## config.mk

```make
export PLATFORM = sky130hd
export DESIGN_NAME = ring_shift_reg
export DESIGN_NICKNAME = d
export VERILOG_FILES = /design/src/rtl/ring_shift_pkg.sv /design/src/rtl/step_timer.sv /design/src/rtl/ring_shift_reg.sv
export SDC_FILE = /design/constraint.sdc
export NUM_CORES = 1
export LEC_CHECK = 0
export ABC_AREA = 1
export BUFFER_PORTS_ARGS = -buffer_cell sky130_fd_sc_hd__buf_4
export CAP_MARGIN = 20
export CORE_AREA = 2 2 68 70
export CTS_CLUSTER_DIAMETER = 200
export DETAILED_ROUTE_END_ITERATION = 8
export DIE_AREA = 0 0 70 72
export PLACE_DENSITY = 0.46
export SLEW_MARGIN = 20
export SYNTH_ARGS = -nofsm -noshare
export SYNTH_HDL_FRONTEND = slang
export SYNTH_SLANG_ARGS = --single-unit
```

## constraint.sdc

```tcl
create_clock -name CLK -period 3.4 [get_ports CLK]
set_input_delay 0.68 -clock CLK [delete_from_list [all_inputs] [get_ports CLK]]
set_output_delay 0.68 -clock CLK [all_outputs]
set_load 0.02 [all_outputs]
```

## src/rtl/ring_shift_pkg.sv

```systemverilog
// ring_shift_pkg: mode encodings and the shared next-value function for ring_shift_reg.
// Contents: MODE_* encodings, is_left/is_right direction helpers, shift_next().
package ring_shift_pkg;

    localparam int MAX_W = 64;

    localparam logic [2:0] MODE_HOLD   = 3'd0;
    localparam logic [2:0] MODE_ROT_L  = 3'd1;
    localparam logic [2:0] MODE_ROT_R  = 3'd2;
    localparam logic [2:0] MODE_SHL    = 3'd3;
    localparam logic [2:0] MODE_SHR    = 3'd4;
    localparam logic [2:0] MODE_JOHN_L = 3'd5;
    localparam logic [2:0] MODE_JOHN_R = 3'd6;

    function automatic logic is_left(input logic [2:0] mode);
        return mode == MODE_ROT_L || mode == MODE_SHL || mode == MODE_JOHN_L;
    endfunction

    function automatic logic is_right(input logic [2:0] mode);
        return mode == MODE_ROT_R || mode == MODE_SHR || mode == MODE_JOHN_R;
    endfunction

    // value is zero-extended to MAX_W; w is the live register width.
    // The mask clears the bit shifted past the MSB on left moves
    // (for w == MAX_W the shift wraps to 0 and the mask becomes all ones).
    function automatic logic [MAX_W-1:0] shift_next(
        input logic [MAX_W-1:0] value,
        input logic [2:0]       mode,
        input logic             sin,
        input int unsigned      w
    );
        logic [MAX_W-1:0] one, mask, top, shl, shr;
        logic msb, lsb;
        one  = {{(MAX_W-1){1'b0}}, 1'b1};
        mask = (one << w) - one;
        top  = one << (w - 1);
        msb  = |(value & top);
        lsb  = value[0];
        shl  = (value << 1) & mask;
        shr  = value >> 1;
        case (mode)
            MODE_ROT_L:  shift_next = shl | {{(MAX_W-1){1'b0}}, msb};
            MODE_ROT_R:  shift_next = shr | (lsb ? top : '0);
            MODE_SHL:    shift_next = shl | {{(MAX_W-1){1'b0}}, sin};
            MODE_SHR:    shift_next = shr | (sin ? top : '0);
            MODE_JOHN_L: shift_next = shl | {{(MAX_W-1){1'b0}}, ~msb};
            MODE_JOHN_R: shift_next = shr | (lsb ? '0 : top);
            default:     shift_next = value;
        endcase
    endfunction

endpackage

```

## src/rtl/step_timer.sv

```systemverilog
// step_timer: programmable prescaler producing a step strobe every period+1 enabled cycles.
// Ports: CLK clock; _RST sync active-low reset; clr restart count (load);
//        en count enable; period interval minus one; tick step due on this edge.
module step_timer #(
    parameter int DIV_W = 8
) (
    input  logic             CLK,
    input  logic             _RST,
    input  logic             clr,
    input  logic             en,
    input  logic [DIV_W-1:0] period,
    output logic             tick
);

    logic [DIV_W-1:0] cnt;

    // >= rather than == so lowering period below cnt fires on the next enabled edge.
    assign tick = en && !clr && (cnt >= period);

    always_ff @(posedge CLK) begin
        if (!_RST)
            cnt <= '0;
        else if (clr)
            cnt <= '0;
        else if (en)
            cnt <= tick ? '0 : cnt + 1'b1;
    end

endmodule

```

## src/rtl/ring_shift_reg.sv

```systemverilog
// ring_shift_reg: parametrised universal shift/ring register with step prescaler and wrap flag.
// Ports: CLK clock; _RST sync active-low reset; pre load request; IN load value;
//        mode shift mode; sin serial input; en prescaler enable; period step interval-1;
//        LED register contents; sout last bit shifted out; step advance pulse;
//        wrap pulse when the post-step value equals the loaded reference.
module ring_shift_reg
    import ring_shift_pkg::*;
#(
    parameter int WIDTH = 4,
    parameter int DIV_W = 8
) (
    input  logic             CLK,
    input  logic             _RST,
    input  logic             pre,
    input  logic [WIDTH-1:0] IN,
    input  logic [2:0]       mode,
    input  logic             sin,
    input  logic             en,
    input  logic [DIV_W-1:0] period,
    output logic [WIDTH-1:0] LED,
    output logic             sout,
    output logic             step,
    output logic             wrap
);

    logic             tick;
    logic [WIDTH-1:0] ref_val;
    logic [WIDTH-1:0] nxt;
    logic             sout_nxt;

    step_timer #(.DIV_W(DIV_W)) u_timer (
        .CLK(CLK),
        ._RST(_RST),
        .clr(pre),
        .en(en),
        .period(period),
        .tick(tick)
    );

    assign nxt      = WIDTH'(shift_next(MAX_W'(LED), mode, sin, WIDTH));
    assign sout_nxt = is_left(mode) ? LED[WIDTH-1] : is_right(mode) ? LED[0] : sout;

    always_ff @(posedge CLK) begin
        if (!_RST) begin
            LED     <= '0;
            ref_val <= '0;
            sout    <= 1'b0;
            step    <= 1'b0;
            wrap    <= 1'b0;
        end else if (pre) begin
            LED     <= IN;
            ref_val <= IN;
            step    <= 1'b0;
            wrap    <= 1'b0;
        end else begin
            step <= tick;
            wrap <= tick && (nxt == ref_val);
            if (tick) begin
                LED  <= nxt;
                sout <= sout_nxt;
            end
        end
    end

endmodule

```

# After elaboration in Yosys (flattened, before gate mapping)

Cells that the tools add are included.
W data, S select, Z words.

$add $sub $neg: 1
Order comparisons: 1
Equal/unequal tests: 7
Mux-type cells: 9
Bitwise operators: 9
Reductions and logical operators: 12

Operator list:

| operator              | number |
|---|---|
| $pmux W4 S6           | 1 |
| $mux W4               | 5 |
| $or A3 B4 Y4          | 3 |
| $or A4 B1 Y4          | 3 |
| $eq A3 B3 Y1 const B  | 3 |
| $add A8 B1 Y8 const B | 1 |
| $ge A8 B8 Y1          | 1 |
| $mux W8               | 1 |
| $eq A3 B2 Y1 const B  | 2 |
| $eq A4 B4 Y1          | 1 |
| $logic_or A1 B1 Y1    | 4 |
| $reduce_bool A2 Y1    | 2 |
| $eq A3 B1 Y1 const B  | 1 |
| $logic_and A1 B1 Y1   | 3 |
| $not A1 Y1            | 3 |
| $reduce_and A3 Y1     | 1 |
| $mux W1               | 2 |
| $reduce_or A2 Y1      | 1 |
| $logic_not A1 Y1      | 1 |

Register bits: 19
Logic and storage cells: 45

# Logic depth before layout (Yosys ltp)

Gate-level depths: netlist of run 1.

Depth after elaboration: 5
Depth in mapped cells: 13
Mapped depth without buffers: 13

# Hierarchy

From an unflattened synthesis of run 1, not the netlist that was laid out.

Cells, all modules: 190
Area total of the unflattened synthesis: 1288.7 µm²

By module, submodules not included:

| module         | times used | cells an instance | area an instance (µm²) | seq. area each (µm²) |
|---|---|---|---|---|
| ring_shift_reg | 1          | 107               | 683.2                  | 220.2 |
| step_timer     | 1          | 83                | 605.6                  | 160.2 |

# Worst setup path after synthesis of run 1

Ideal clock, no wire load.

Kind: input to register
From: input port period[7]
To: register u_timer.cnt[7]
Data arrival time: 1.752 ns
Slack: 1.532 ns
Stages on the path: 11
Buffers on the path: 0
Path through: inv_1 > ha_1 > nand2_1 > nor2_1 > nand4_1 > nand3_1 > nand2_1 > inv_1 > nor2_4 > inv_1 > nor2_1

Longest elaborated chain between the ends: 3

Ends and longest elaborated chain:

| item                 | line                 | text |
|---|---|---|
| start, declared      | ring_shift_reg.sv:19 | `input logic [DIV_W-1:0] period,` |
| $ge A8 B8 Y1         | step_timer.sv:18     | `assign tick = en && !clr && (cnt >= period);` |
| $logic_and A1 B1 Y1  | step_timer.sv:18     |  |
| $mux W8              | step_timer.sv:26     | `cnt <= tick ? '0 : cnt + 1'b1;` |
| end signal, assigned | step_timer.sv:26     |  |
| end, declared        | step_timer.sv:15     | `logic [DIV_W-1:0] cnt;` |

Every way passes these cells.
A chain may end at the register's enable or synchronous reset.

# Final worst setup path of run 1

Ends and elaborated chain as after synthesis.

==> impl_summary.txt, run 1 <==
----------------------------------------------------
[Clock network]
  Latest clock arrival within the worst-skew pair ... ~0.26 ns
  Post-CTS setup repair buffer count ... 0
  Level count of the clock H-tree ... 1
  Clock root buffer ... sky130_fd_sc_hd__clkbuf_8
  Max Buffers Root-to-Sink ... 2
  Count of instances resized after the clock tree is built ... 0
  # hold bufs at CTS ... 0
  CTS tree ... done
  Clock-pin slew of the registers on the worst-case setup and hold paths ... 0.08 ns
  Total number of clock tree sinks ... 19
  Number of buffers created by CTS ... 3

[STA]
  Setup repair after global routing missed its margin ... false
  Final clock skew ... roughly 0.0013 ns
  Max_slew headroom ... 0.787
  Setup WS post-layout ... between 1.5 and 2 ns
  Number of slew-limit violations in the final report ... 0
  Total negative setup slack ... 0 ns
  Final count of negative-setup-slack endpoints ... 0
  Measured slew at the worst slew-check pin ... ~0.32 ns
  Hold Fails Final Rpt ... 0
  Final critical-path required period ... ~1.9 ns
  Final cycle utilization of the critical path ... 0.558
  Max Freq ... around 0.53 GHz

[Final layout]
  Number of antenna diodes ... 0
  Post-Layout Cell Count ... 272
  Seq. cell area ... approximately 380 µm²
  Multi-input combinational cell area ... between 700 and 800 µm²
  Count of nets after finishing ... 250
  Layout cells sized above 1 ... 0.191
  Area growth from synthesis to layout ... 23.3%
  Final-layout fill cell count ... between 400 and 500

[Synthesis]
  Dominant cell by count in the synthesized netlist ... sky130_fd_sc_hd__nand2_1
  Average footprint of a synthesized cell ... approximately 6.6 µm²
  Area fraction in compound gates after synthesis ... 0.0928
  Top post-synthesis cells by area ... sky130_fd_sc_hd__dfxtp_1 (30%), sky130_fd_sc_hd__nand2_1 (16%), sky130_fd_sc_hd__inv_1 (9.5%)
  Cell type with the highest aggregate area in the netlist ... sky130_fd_sc_hd__dfxtp_1
  Main combinational cell family by area after synthesis ... simple AND/OR/NAND/NOR gates
  Multiplexer share of the synthesized area ... 0
  Post-synth EDFFs ... 0
  Yosys warnings ... 0
  Synth unique cells ... 23
  Top flip-flop cell by instance count after synthesis ... sky130_fd_sc_hd__dfxtp_1
  Adder-Cell Fraction of Synth Area ... 0.0888
  Simple-Gate Fraction of Synth Area ... 0.374
  Share of synthesized area occupied by flip-flops and latches ... 0.300
  Synth Area in XOR/XNOR ... 0.0346
  Gate count after technology mapping ... roughly 190
  Combined area of all synthesized cells ... about 1300 µm²
  Fraction of post-synthesis cell area in the top cell type by area ... 0.300
  Synth Register Bits ... 19
  Leading post-synthesis cells by instance count ... sky130_fd_sc_hd__nand2_1 (55), sky130_fd_sc_hd__inv_1 (32), sky130_fd_sc_hd__nand3_1 (20)
  Proportion of synthesized flip-flops having asynchronous set or reset ... 0
  Post-Synthesis Net Count ... 220

[Placed design]
  Post-place setup slack ... 1.19 ns
  Number of buffer cells added on primary ports ... 26
  Cell count after placement ... 268
  Routability Congestion ... between 0.7 and 0.8
  DPL Wire Length ... 2390 µm

[Die]
  Starting density of the core ... 0.297
  Number of top-level pins ... 27
  Vert. Die Dim ... 72 µm
  Horizontal die dimension ... around 70 µm
  Die area ... about 5000 µm²
  Core area ... between 4000 and 5000 µm²
  Row Count ... 24

[Detailed routing]
  Via count normalized by instance count ... ~4.6
  Detailed-route wire length ... around 3000 µm
  Initial DRC Count ... 66
  Remaining DRCs ... 0
  Vias ... approximately 1200
  Routed Antenna Nets ... 0
  Routed wire length per instance ... around 11 µm
  Count of TritonRoute iterations in the first routing pass ... 4

[GRT]
  GR Overflow Total ... 0
  Antenna violations before repair ... 0
  Combined global-route utilization of all metal layers ... 0.126
  Number of global-route vias before repair ... around 1200
  Wire length of the first global-routing pass ... just over 5000 µm
  Pin count of the biggest net entering global routing ... 12

[Power]
  Leakage power ... slightly below 0.8 nW
  PD cells ... approximately 320 nW/µm²
  Peak supply drop ... 0.139 mV

[Setup path]
  Crit Path Category ... input pin to register
  Data arrival time of the critical path ... 2.10 ns
  Critical path startpoint category ... input pin
  Required time reported for the critical path endpoint ... 3.60 ns
  Critical Path Fanout Max ... 5
  Endpoint class of the critical path ... register

[Outcome]
  Run status ... finished, final reports clean

[Flow run]
  Max-capacitance violation count ... 0

[Hold path]
  Min-Delay Path Class ... register to register

----------------------------------------------------
[cell type report]
class | count | area share
Multi-Input combinational cell | 137 | 0.479
Inverter | 34 | 0.0817
Tap cell | 52 | 0.0416
Timing Repair Buffer | 26 | 0.125
Clock buffer | 3 | 0.0264
Sequential cell | 19 | 0.243
Clock inverter | 1 | 0.00320
[metrics by stage]
step            util  hold slack [ns]  instance area (µm²)  total power, W
5_1_grt        0.366            0.521                 1560        0.000522
2_1_floorplan      -            0.460                 1270        0.000298
3_5_place_dp   0.356            0.484                 1520        0.000338
6_report       0.366            0.493                 1560        0.000494
3_3_place_gp   0.356            0.484                 1520        0.000338
4_1_cts        0.366            0.496                 1560        0.000503
[final timing paths]
kind,endpoint,from,cells past startpoint,slack (ns)
setup reg to reg,u_timer.cnt[7],u_timer.cnt[5],9,1.69
setup / recovery,u_timer.cnt[7],period[7],11,1.50
hold / removal,ref_val[2],ref_val[2],2,0.49
hold reg to reg,ref_val[2],ref_val[2],2,0.49
[worst max-delay path, cell delays in order]
cell                      delay, ns
sky130_fd_sc_hd__buf_4         0.08
sky130_fd_sc_hd__inv_1         0.03
sky130_fd_sc_hd__ha_1          0.29
sky130_fd_sc_hd__a21oi_1       0.16
sky130_fd_sc_hd__o21a_1        0.16
sky130_fd_sc_hd__nand3_1       0.11
sky130_fd_sc_hd__nand2_1       0.16
sky130_fd_sc_hd__inv_1         0.11
sky130_fd_sc_hd__nor2_4        0.13
sky130_fd_sc_hd__inv_1         0.10
sky130_fd_sc_hd__nor2_1        0.09
[sequential cells by signal (all words and copies together), names as in the netlist]
name	flops
wrap	1
step	1
sout	1
LED	4
u_timer.cnt	8
ref_val	4
[logic make-up after synthesis]
group	count (synthesis)
adders and majority gates	9
DFF	19
xor gates and xnor gates	5
and+or+nand+nor	106
AOI/OAI and AO/OA	17
buffers and inverters	35
[cell usage in the layout, fill, tap and decap left out, drive strengths merged]
cell type  netlist  final
a21oi            6      6
buf              1     26
clkbuf           0      3
clkinv           0      1
dfxtp           19     19
ha               9      9
inv             34     34
nand2           58     58
nand3           22     22
nand4            7      7
nor2            18     18
nor3             1      1
o211ai           1      1
o21a             1      1
o21ai            4      4
o21bai           1      1
o22ai            4      4
xnor2            2      2
xor2             3      3
[routing by layer]
| metal | track usage | share of wire | up-vias |
|---|---|---|---|
| met2 | 0.224 | 0.47 | 23 |
| met3 | 0.0153 | 0.034 | 5 |
| met5 | 0 | 0 | - |
| li1 | - | - | 678 |
| met1 | 0.164 | 0.48 | 535 |
| met4 | 0.0321 | 0.011 | 0 |
[where the power goes]
part,switching [W],leakage (nW),internal [W]
clock,0.0000810,0.0255,0.0000816
combinational,0.0000552,0.612,0.0000410
sequential,0.00000662,0.155,0.000229
total,0.000143,0.792,0.000351
Power figures use the tool's default switching activity.
==> run 2, diff against run 1 <==
ABC_AREA = 0   (was 1)
CORE_AREA = 2 2 69 71   (was 2 2 68 70)
DIE_AREA = 0 0 71 73   (was 0 0 70 72)
PLACE_DENSITY = 0.47   (was 0.46)
clock period = 1.7 ns   (was 3.4 ns; I/O delays follow)
==> run 2 against run 1 <==
The flow now finishes with violations (negative setup slack). Clock-buffer cell count is 1 higher. Sequential share of layout area fell by 4.8 points. First-iteration DRC count down 39%. Final cell count shrank 4.4%. Setup slack worse by 1.8 ns. Die area increased by 2.8%. Global-route usage grew 1.7 points. Routed wire length grew 15%. Clock power increased by 94%. Flip-flop and latch count unchanged. Area after synthesis grew 2.1%. Synthesized cell count shrank 21%.
==> impl_summary.txt, run 2 <==
----------------------------------------------------
[Clock network]
  Level count of the clock H-tree ... 1 (unchanged)
  Number of buffers created by CTS ... 3 (unchanged)
  Clock-pin slew of the registers on the worst-case setup and hold paths ... 0.07 ns (was 0.08 ns)
  Max Buffers Root-to-Sink ... 2 (unchanged)
  Clock root buffer ... sky130_fd_sc_hd__clkbuf_8 (unchanged)
  Latest clock arrival within the worst-skew pair ... 0.26 ns (about the same)
  Total number of clock tree sinks ... 19 (unchanged)
  CTS tree ... done (unchanged)

[GRT]
  Wire length of the first global-routing pass ... 5870 µm (was 5190 µm)
  Antenna violations before repair ... 0 (unchanged)
  Number of global-route vias before repair ... 1335 (was 1158)
  Combined global-route utilization of all metal layers ... 0.144 (was 0.126)
  Pin count of the biggest net entering global routing ... 20 (was 12)
  GR Overflow Total ... 0 (unchanged)

[Detailed routing]
  Via count normalized by instance count ... 4.97 (was 4.56)
  Count of TritonRoute iterations in the first routing pass ... 4 (unchanged)
  Remaining DRCs ... 0 (unchanged)
  Initial DRC Count ... 40 (was 66)
  Routed wire length per instance ... 13.3 µm (was 11.0 µm)
  Vias ... 1293 (was 1241)
  Routed Antenna Nets ... 0 (unchanged)
  Detailed-route wire length ... 3460 µm (was 3000 µm)

[Hold path]
  Worst Hold End ... ref_val[0] (was ref_val[2])
  Critical hold path startpoint ... IN[0] (was ref_val[2])
  Worst hold stages ... 3 (was 2)
  Min-Delay Path Class ... input pin to register (was register to register)

[Power]
  Sequential power share ... 0.447 (was 0.476)
  Comb power frac ... 0.250 (was 0.195)
  Share of total power consumed by net switching ... 0.277 (was 0.289)
  Peak supply drop ... 0.247 mV (was 0.139 mV)
  PD cells ... 522 nW/µm² (was 316 nW/µm²)
  Part of the total power dissipated in the clock network ... 0.302 (was 0.329)
  Leakage power ... 0.916 nW (was 0.792 nW)
  Total design power ... 0.00105 W (was 0.000494 W)
  Switching power ... 0.000290 W (was 0.000143 W)
  P_int ... 0.000758 W (was 0.000351 W)

[Final layout]
  Area growth from synthesis to layout ... 55.3% (was 23.3%)
  Registers with the most flip-flops ... u_timer.cnt (8), LED (4), ref_val (4) (unchanged)
  Post-Layout Cell Count ... 260 (was 272)
  Count of nets after finishing ... 236 (was 250)
  Final-layout fill cell count ... 429 (was 480)
  Post-route cell area ... 2010 µm² (was 1560 µm²)
  Seq. cell area ... 393 µm² (was 380 µm²)
  Max FFs per register ... 8 (unchanged)
  Most common cell after layout, fill and taps aside ... sky130_fd_sc_hd__buf_4 (was sky130_fd_sc_hd__nand2_1)
  Number of antenna diodes ... 0 (unchanged)
  Most frequent cells in the layout ... sky130_fd_sc_hd__buf_4 (55), sky130_fd_sc_hd__dfxtp_1 (13), sky130_fd_sc_hd__nor2_1 (11), sky130_fd_sc_hd__inv_1 (8) (was sky130_fd_sc_hd__nand2_1 (55), sky130_fd_sc_hd__inv_1 (32), sky130_fd_sc_hd__buf_4 (26), sky130_fd_sc_hd__nand3_1 (20), sky130_fd_sc_hd__dfxtp_1 (19))
  Multi-input combinational cell area ... 985 µm² (was 748 µm²)
  Most flops, register ... u_timer.cnt (unchanged)
  Layout cells sized above 1 ... 0.476 (was 0.191)

[Synthesis]
  Dominant cell by count in the synthesized netlist ... sky130_fd_sc_hd__dfxtp_1 (was sky130_fd_sc_hd__nand2_1)
  Yosys warnings ... 0 (unchanged)
  Proportion of synthesized flip-flops having asynchronous set or reset ... 0 (unchanged)
  Cell type with the highest aggregate area in the netlist ... sky130_fd_sc_hd__dfxtp_1 (unchanged)
  Post-synth EDFFs ... 0 (unchanged)
  Leading post-synthesis cells by instance count ... sky130_fd_sc_hd__dfxtp_1 (19), sky130_fd_sc_hd__inv_1 (13), sky130_fd_sc_hd__nor2_1 (11) (was sky130_fd_sc_hd__nand2_1 (55), sky130_fd_sc_hd__inv_1 (32), sky130_fd_sc_hd__nand3_1 (20))
  Synth Register Bits ... 19 (unchanged)
  Adder-Cell Fraction of Synth Area ... 0.0870 (was 0.0888)
  Synth Area in XOR/XNOR ... 0.0542 (was 0.0346)
  Main combinational cell family by area after synthesis ... simple AND/OR/NAND/NOR gates (unchanged)
  Combined area of all synthesized cells ... 1290 µm² (was 1270 µm²)
  Synth unique cells ... 43 (was 23)
  Multiplexer share of the synthesized area ... 0.0629 (was 0)
  Average footprint of a synthesized cell ... 8.62 µm² (was 6.64 µm²)
  Share of synthesized area occupied by flip-flops and latches ... 0.294 (was 0.300)
  Post-Synthesis Net Count ... 179 (was 220)
  Top flip-flop cell by instance count after synthesis ... sky130_fd_sc_hd__dfxtp_1 (unchanged)
  Gate count after technology mapping ... 150 (was 191)
  Top post-synthesis cells by area ... sky130_fd_sc_hd__dfxtp_1 (29%), sky130_fd_sc_hd__ha_1 (8.7%), sky130_fd_sc_hd__mux2i_1 (5.4%) (was sky130_fd_sc_hd__dfxtp_1 (30%), sky130_fd_sc_hd__nand2_1 (16%), sky130_fd_sc_hd__inv_1 (9.5%))
  Fraction of post-synthesis cell area in the top cell type by area ... 0.294 (was 0.300)
  Simple-Gate Fraction of Synth Area ... 0.239 (was 0.374)
  Area fraction in compound gates after synthesis ... 0.182 (was 0.0928)

[Die]
  Starting density of the core ... 0.285 (was 0.297)
  Vert. Die Dim ... 73 µm (was 72 µm)
  Number of top-level pins ... 27 (unchanged)
  Horizontal die dimension ... 71 µm (was 70 µm)
  Core area ... 4540 µm² (was 4260 µm²)
  Row Count ... 25 (was 24)
  Die area ... 5180 µm² (was 5040 µm²)

[STA]
  Final cycle utilization of the critical path ... 1.17
  Hold Fails Final Rpt ... 0 (unchanged)
  Final clock skew ... 0.00305 ns (was 0.00130 ns)
  Max Freq ... about 0.50 GHz
  Measured slew at the worst slew-check pin ... 0.326 ns (was 0.319 ns)
  Max_slew headroom ... 0.782 (was 0.787)
  Final critical-path required period ... approximately 2 ns
  Number of slew-limit violations in the final report ... 0 (unchanged)
  Final count of negative-setup-slack endpoints ... 15 (was 0)
  Setup repair after global routing missed its margin ... true (was false)
  Total negative setup slack ... -3.14 ns (was 0 ns)
  Setup WS post-layout ... -0.289 ns (was 1.50 ns)

[Placed design]
  Post-detailed-placement cell area ... 1800 µm² (was 1520 µm²)
  Routability Congestion ... 0.797 (was 0.739)
  Post-place setup slack ... -0.430 ns (was 1.19 ns)
  Number of buffer cells added on primary ports ... 26 (unchanged)
  DPL Wire Length ... 2630 µm (was 2390 µm)
  Cell count after placement ... 251 (was 268)

[Setup path]
  Cell with the largest stage delay on the worst path ... sky130_fd_sc_hd__or4_4 (was sky130_fd_sc_hd__ha_1)
  End of the worst register-to-register path ... LED[2] (was u_timer.cnt[7])
  Launch instance of the worst register-to-register path ... u_timer.cnt[4] (was u_timer.cnt[5])
  Critical Path Fanout Max ... 5 (unchanged)
  Required time reported for the critical path endpoint ... 1.85 ns (was 3.60 ns)
  Endpoint class of the critical path ... register (unchanged)
  Chain of cells forming the critical path ... ha_4 -> o21ai_2 -> or4_4 -> o22ai_4 -> buf_6 -> nor2_4 -> a311o_1 (was buf_4 -> inv_1 -> ha_1 -> a21oi_1 -> o21a_1 -> nand3_1 -> nand2_1 -> inv_1 -> nor2_4 -> inv_1 -> nor2_1)
  Critical path startpoint category ... register (was input pin)
  Reg2Reg Setup Slack ... -0.29 ns (was 1.69 ns)
  Largest stage delay, worst path ... 0.53 ns (was 0.29 ns)
  Data arrival time of the critical path ... 2.13 ns (was 2.10 ns)
  Worst reg2reg path depth ... 7 (was 9)
  Crit Path Category ... register to register (was input pin to register)

[Flow run]
  Max-capacitance violation count ... 0 (unchanged)

[Outcome]
  Run status ... finished with violations (was finished, final reports clean)
  Violations in the final reports ... negative setup slack

----------------------------------------------------
run 2: changes by cell type in the layout (fill, tap and decap cells not counted), sizes merged, moves of 3 or more:
cell    delta
buf       +33
a211oi     +4
nor2b      +4
and3      +11
inv       -21
nand3     -17
o22ai      -3
nand2b     +5
nand2     -50
mux2i      +7
a311o      +4
xor2       +3
nor2       -6
run 2: worst max path at each step:
stage              startpoint     end  slack [ns]  depth (start not counted)
2_1_floorplan       period[6]  LED[2]       -0.25                          8
3_3_place_gp        period[6]  LED[0]       -0.41                          9
3_5_place_dp        period[6]    wrap       -0.43                          9
4_1_cts        u_timer.cnt[6]  LED[2]       -0.30                          7
5_1_grt        u_timer.cnt[4]  LED[2]       -0.35                          7
6_report       u_timer.cnt[4]  LED[2]       -0.29                          7
run 2: power groups by stage:
stage / clock (W) / sequential, W / combinational [W]
2_1_floorplan: 0 / 0.000487 / 0.000130
3_3_place_gp: 0 / 0.000482 / 0.000236
3_5_place_dp: 0 / 0.000483 / 0.000240
4_1_cts: 0.000334 / 0.000472 / 0.000253
5_1_grt: 0.000350 / 0.000470 / 0.000288
6_report: 0.000317 / 0.000469 / 0.000263
run 2: metrics by stage:
step	util	hold WS, ns
2_1_floorplan	-	0.465
3_3_place_gp	0.396	0.525
3_5_place_dp	0.396	0.537
4_1_cts	0.426	0.339
5_1_grt	0.443	0.360
6_report	0.443	0.346
run 2: final cells by class:
type | instances | share of cell area
multi-input combinational | 111 | 0.490
tap | 54 | 0.0336
clock buffer | 4 | 0.0224
sequential | 19 | 0.196
timing repair buffer | 59 | 0.228
inverter | 13 | 0.0305
run 2: critical path, delay by kind of cell, from the launching register on:
kind | cells | cell delay, ns
DFF | 1 | 0.36
AOI/OAI and AO/OA | 3 | 0.52
and+or+nand+nor | 2 | 0.57
buffers and inverters | 1 | 0.15
adders and majority gates | 1 | 0.26
run 2: logic make-up after synthesis:
family | count (synthesis)
AO/OA/AOI/OAI | 29
AND/OR/NAND/NOR | 57
XOR/XNOR | 8
adder cells (fa/ha/maj) | 9
buffers and inverters | 20
multiplexers | 8
flip-flops | 19
run 2: timing repair:
action | 4_1_cts | 5_1_grt
hold buffers | 0 | 0
pin swaps | 6 | 9
cloned | 1 | 0
endpoints found under the setup margin | 15 | 15
setup buffers | 2 | 3
gates resized for setup | 18 | 12
run 2: metal layers:
| metal | vias to the layer above | global-route usage | routed length [µm] | part of all wire |
|---|---|---|---|---|
| li1 | 657 | - | - | - |
| met1 | 603 | 0.165 | 1510 | 0.43 |
| met2 | 25 | 0.253 | 1760 | 0.51 |
| met3 | 8 | 0.0249 | 111 | 0.032 |
| met4 | 0 | 0.0797 | 88 | 0.025 |
| met5 | - | 0 | 0 | 0 |
==> run 3, diff against run 2 <==
MAX_ROUTING_LAYER = met4   (was unset)
==> run 3 against run 2 <==
The run still ends with negative setup slack left. Flip-flop and latch count unchanged. Final cell count unchanged. Worst hold slack got worse by 0.0020 ns. Clock power about the same. Cell area unchanged. Sequential power about the same. Combinational power about the same. Global-route usage increased by 0.48 points. Fmax increased by 0.12%. Via count increased by 0.62%. Clock-buffer cell count unchanged. Setup slack improved by 0.0023 ns. Critical path type unchanged. Highest routed layer unchanged.
==> impl_summary.txt, run 3 (synthesized netlist as in run 2, its figures left out) <==
----------------------------------------------------
[Setup path]
  Critical path startpoint category ... register (unchanged)
  Crit Path Category ... register to register (unchanged)
  Largest stage delay, worst path ... 0.53 ns (about the same)
  Cell with the largest stage delay on the worst path ... sky130_fd_sc_hd__or4_4 (unchanged)
  Crit path from ... u_timer.cnt[4] (unchanged)
  Required time reported for the critical path endpoint ... 1.85 ns (about the same)
  Worst reg2reg path depth ... 7 (unchanged)
  Endpoint class of the critical path ... register (unchanged)
  End of the worst register-to-register path ... LED[1] (was LED[2])
  Cell family contributing the most delay on the critical path ... simple AND/OR/NAND/NOR gates (unchanged)
  Critical Path Fanout Max ... 5 (unchanged)
  Reg2Reg Setup Slack ... -0.29 ns (about the same)
  Buffer and inverter count on the worst path ... 1 (unchanged)
  Launch instance of the worst register-to-register path ... u_timer.cnt[4] (unchanged)
  Data arrival time of the critical path ... 2.13 ns (about the same)
  Chain of cells forming the critical path ... ha_4 -> o21ai_2 -> or4_4 -> o22ai_4 -> buf_6 -> nor2_4 -> a311o_1 (unchanged)

[Clock network]
  Latest clock arrival within the worst-skew pair ... 0.26 ns (about the same)
  Max Buffers Root-to-Sink ... 2 (unchanged)
  # hold bufs at CTS ... 0 (unchanged)
  Total number of clock tree sinks ... 19 (unchanged)
  Clock-pin slew of the registers on the worst-case setup and hold paths ... 0.07 ns (about the same)
  Clock root buffer ... sky130_fd_sc_hd__clkbuf_8 (unchanged)
  Number of buffers created by CTS ... 3 (unchanged)
  Level count of the clock H-tree ... 1 (unchanged)
  CTS tree ... done (unchanged)

[Final layout]
  Final-layout fill cell count ... 429 (unchanged)
  Layout cells sized above 1 ... 0.476 (unchanged)
  Area growth from synthesis to layout ... 55.3% (unchanged)
  Most frequent cells in the layout ... sky130_fd_sc_hd__buf_4 (55), sky130_fd_sc_hd__dfxtp_1 (13), sky130_fd_sc_hd__nor2_1 (11), sky130_fd_sc_hd__inv_1 (8) (unchanged)
  Registers with the most flip-flops ... u_timer.cnt (8), LED (4), ref_val (4) (unchanged)
  Max FFs per register ... 8 (unchanged)
  Post-Layout Cell Count ... 260 (unchanged)
  Count of nets after finishing ... 236 (unchanged)
  Number of antenna diodes ... 0 (unchanged)
  Most common cell after layout, fill and taps aside ... sky130_fd_sc_hd__buf_4 (unchanged)
  Most flops, register ... u_timer.cnt (unchanged)

[STA]
  Final clock skew ... 0.00233 ns (was 0.00305 ns)
  Max Freq ... 0.503 GHz (about the same)
  Final critical-path required period ... 1.99 ns (about the same)
  Final cycle utilization of the critical path ... 1.17 (about the same)
  Measured slew at the worst slew-check pin ... 0.326 ns (unchanged)
  Hold Fails Final Rpt ... 0 (unchanged)
  Number of slew-limit violations in the final report ... 0 (unchanged)
  Setup repair after global routing missed its margin ... true (unchanged)
  Max_slew headroom ... 0.782 (unchanged)
  Final count of negative-setup-slack endpoints ... 15 (unchanged)
  Setup WS post-layout ... -0.286 ns (was -0.289 ns)

[GRT]
  Antenna violations before repair ... 0 (unchanged)
  Pin count of the biggest net entering global routing ... 20 (unchanged)
  GR Overflow Total ... 0 (unchanged)
  Combined global-route utilization of all metal layers ... 0.148 (was 0.144)
  Wire length of the first global-routing pass ... 5890 µm (was 5870 µm)
  Number of global-route vias before repair ... 1334 (was 1335)

[Outcome]
  Violations in the final reports ... negative setup slack (unchanged)
  Run status ... finished with violations (unchanged)

[Detailed routing]
  Via count normalized by instance count ... 5.00 (was 4.97)
  Detailed-route wire length ... 3470 µm (was 3460 µm)
  Initial DRC Count ... 53 (was 40)
  Count of TritonRoute iterations in the first routing pass ... 4 (unchanged)
  Remaining DRCs ... 0 (unchanged)
  Routed Antenna Nets ... 0 (unchanged)
  Vias ... 1301 (was 1293)
  Routed wire length per instance ... 13.4 µm (was 13.3 µm)

[Die]
  Vert. Die Dim ... 73 µm (unchanged)
  Core area ... 4540 µm² (unchanged)
  Horizontal die dimension ... 71 µm (unchanged)
  Number of top-level pins ... 27 (unchanged)
  Die area ... 5180 µm² (unchanged)
  Row Count ... 25 (unchanged)
  Starting density of the core ... 0.285 (unchanged)

[Placed design]
  Cell count after placement ... 251 (unchanged)
  Routability Congestion ... 0.809 (was 0.797)
  DPL Wire Length ... 2630 µm (unchanged)
  Number of buffer cells added on primary ports ... 26 (unchanged)
  Post-place setup slack ... -0.430 ns (unchanged)

[Flow run]
  Max-capacitance violation count ... 0 (unchanged)

[Power]
  PD cells ... 523 nW/µm² (was 522 nW/µm²)
  Peak supply drop ... 0.247 mV (about the same)
  P_int ... 0.000758 W (about the same)
  Share of total power consumed by net switching ... 0.278 (was 0.277)
  Comb power frac ... 0.250 (about the same)
  Sequential power share ... 0.447 (about the same)
  Leakage power ... 0.916 nW (unchanged)
  Part of the total power dissipated in the clock network ... 0.304 (was 0.302)
  Switching power ... 0.000292 W (was 0.000290 W)

[Hold path]
  Worst Hold End ... ref_val[0] (unchanged)
  Min-Delay Path Class ... input pin to register (unchanged)
  Critical hold path startpoint ... IN[0] (unchanged)
  Worst hold stages ... 3 (unchanged)

----------------------------------------------------
run 3: cell counts in the layout (fill, tap and decap cells not counted):
No cell type changed its count.
run 3: cell type report:
| type | instances | area (µm²) | area share |
|---|---|---|---|
| multi-input cells | 111 | 985 | 0.490 |
| repair buffers | 59 | 458 | 0.228 |
| flip-flops and latches | 19 | 393 | 0.196 |
| well taps | 54 | 67.6 | 0.0336 |
| inverters | 13 | 61.3 | 0.0305 |
| clock buffers | 4 | 45.0 | 0.0224 |
run 3: power by group through the flow:
stage | Sequential (W) | Combinational [W] | Clock, W
finish | 0.000469 | 0.000263 | 0.000319
global route | 0.000470 | 0.000288 | 0.000350
CTS | 0.000472 | 0.000253 | 0.000334
detailed placement | 0.000483 | 0.000240 | 0
global placement | 0.000482 | 0.000236 | 0
floorplan | 0.000487 | 0.000130 | 0
run 3: repair_timing:
action                                  4_1_cts  5_1_grt
gates cloned                                  1        0
endpoints found under the setup margin       15       15
setup buffers                                 2        3
pin swaps                                     6       10
gates resized for setup                      18       12
run 3: how the worst max path moves through the flow:
stage / end / slack [ns] / depth (start not counted)
6_report: LED[1] / -0.29 / 7
5_1_grt: LED[2] / -0.35 / 7
4_1_cts: LED[2] / -0.30 / 7
3_5_place_dp: wrap / -0.43 / 9
3_3_place_gp: LED[0] / -0.41 / 9
2_1_floorplan: LED[2] / -0.25 / 8
run 3: metrics by stage:
step	util	total power (W)	hold WS (ns)	TNS (ns)	area, µm²
after floorplan	-	0.000617	0.465	-1.64	1380
after global placement	0.396	0.000718	0.525	-5.43	1800
after detailed placement	0.396	0.000723	0.537	-5.65	1800
after CTS	0.426	0.00106	0.339	-3.49	1930
after global routing	0.443	0.00111	0.360	-4.38	2010
final	0.443	0.00105	0.344	-3.17	2010
run 3: tightest hold or removal path: stages:
cell	delay (ns)
sky130_fd_sc_hd__buf_4	0.08
sky130_fd_sc_hd__mux2i_1	0.05
sky130_fd_sc_hd__nor2b_1	0.09
run 3: per-layer routing:
metal | GRT usage | routed length, µm | vias to the layer above
met1 | 0.166 | 1510 | 614
met3 | 0.0249 | 102 | 8
met5 | - | 0 | -
met2 | 0.253 | 1770 | 22
li1 | - | - | 657
met4 | 0.0797 | 88 | 0
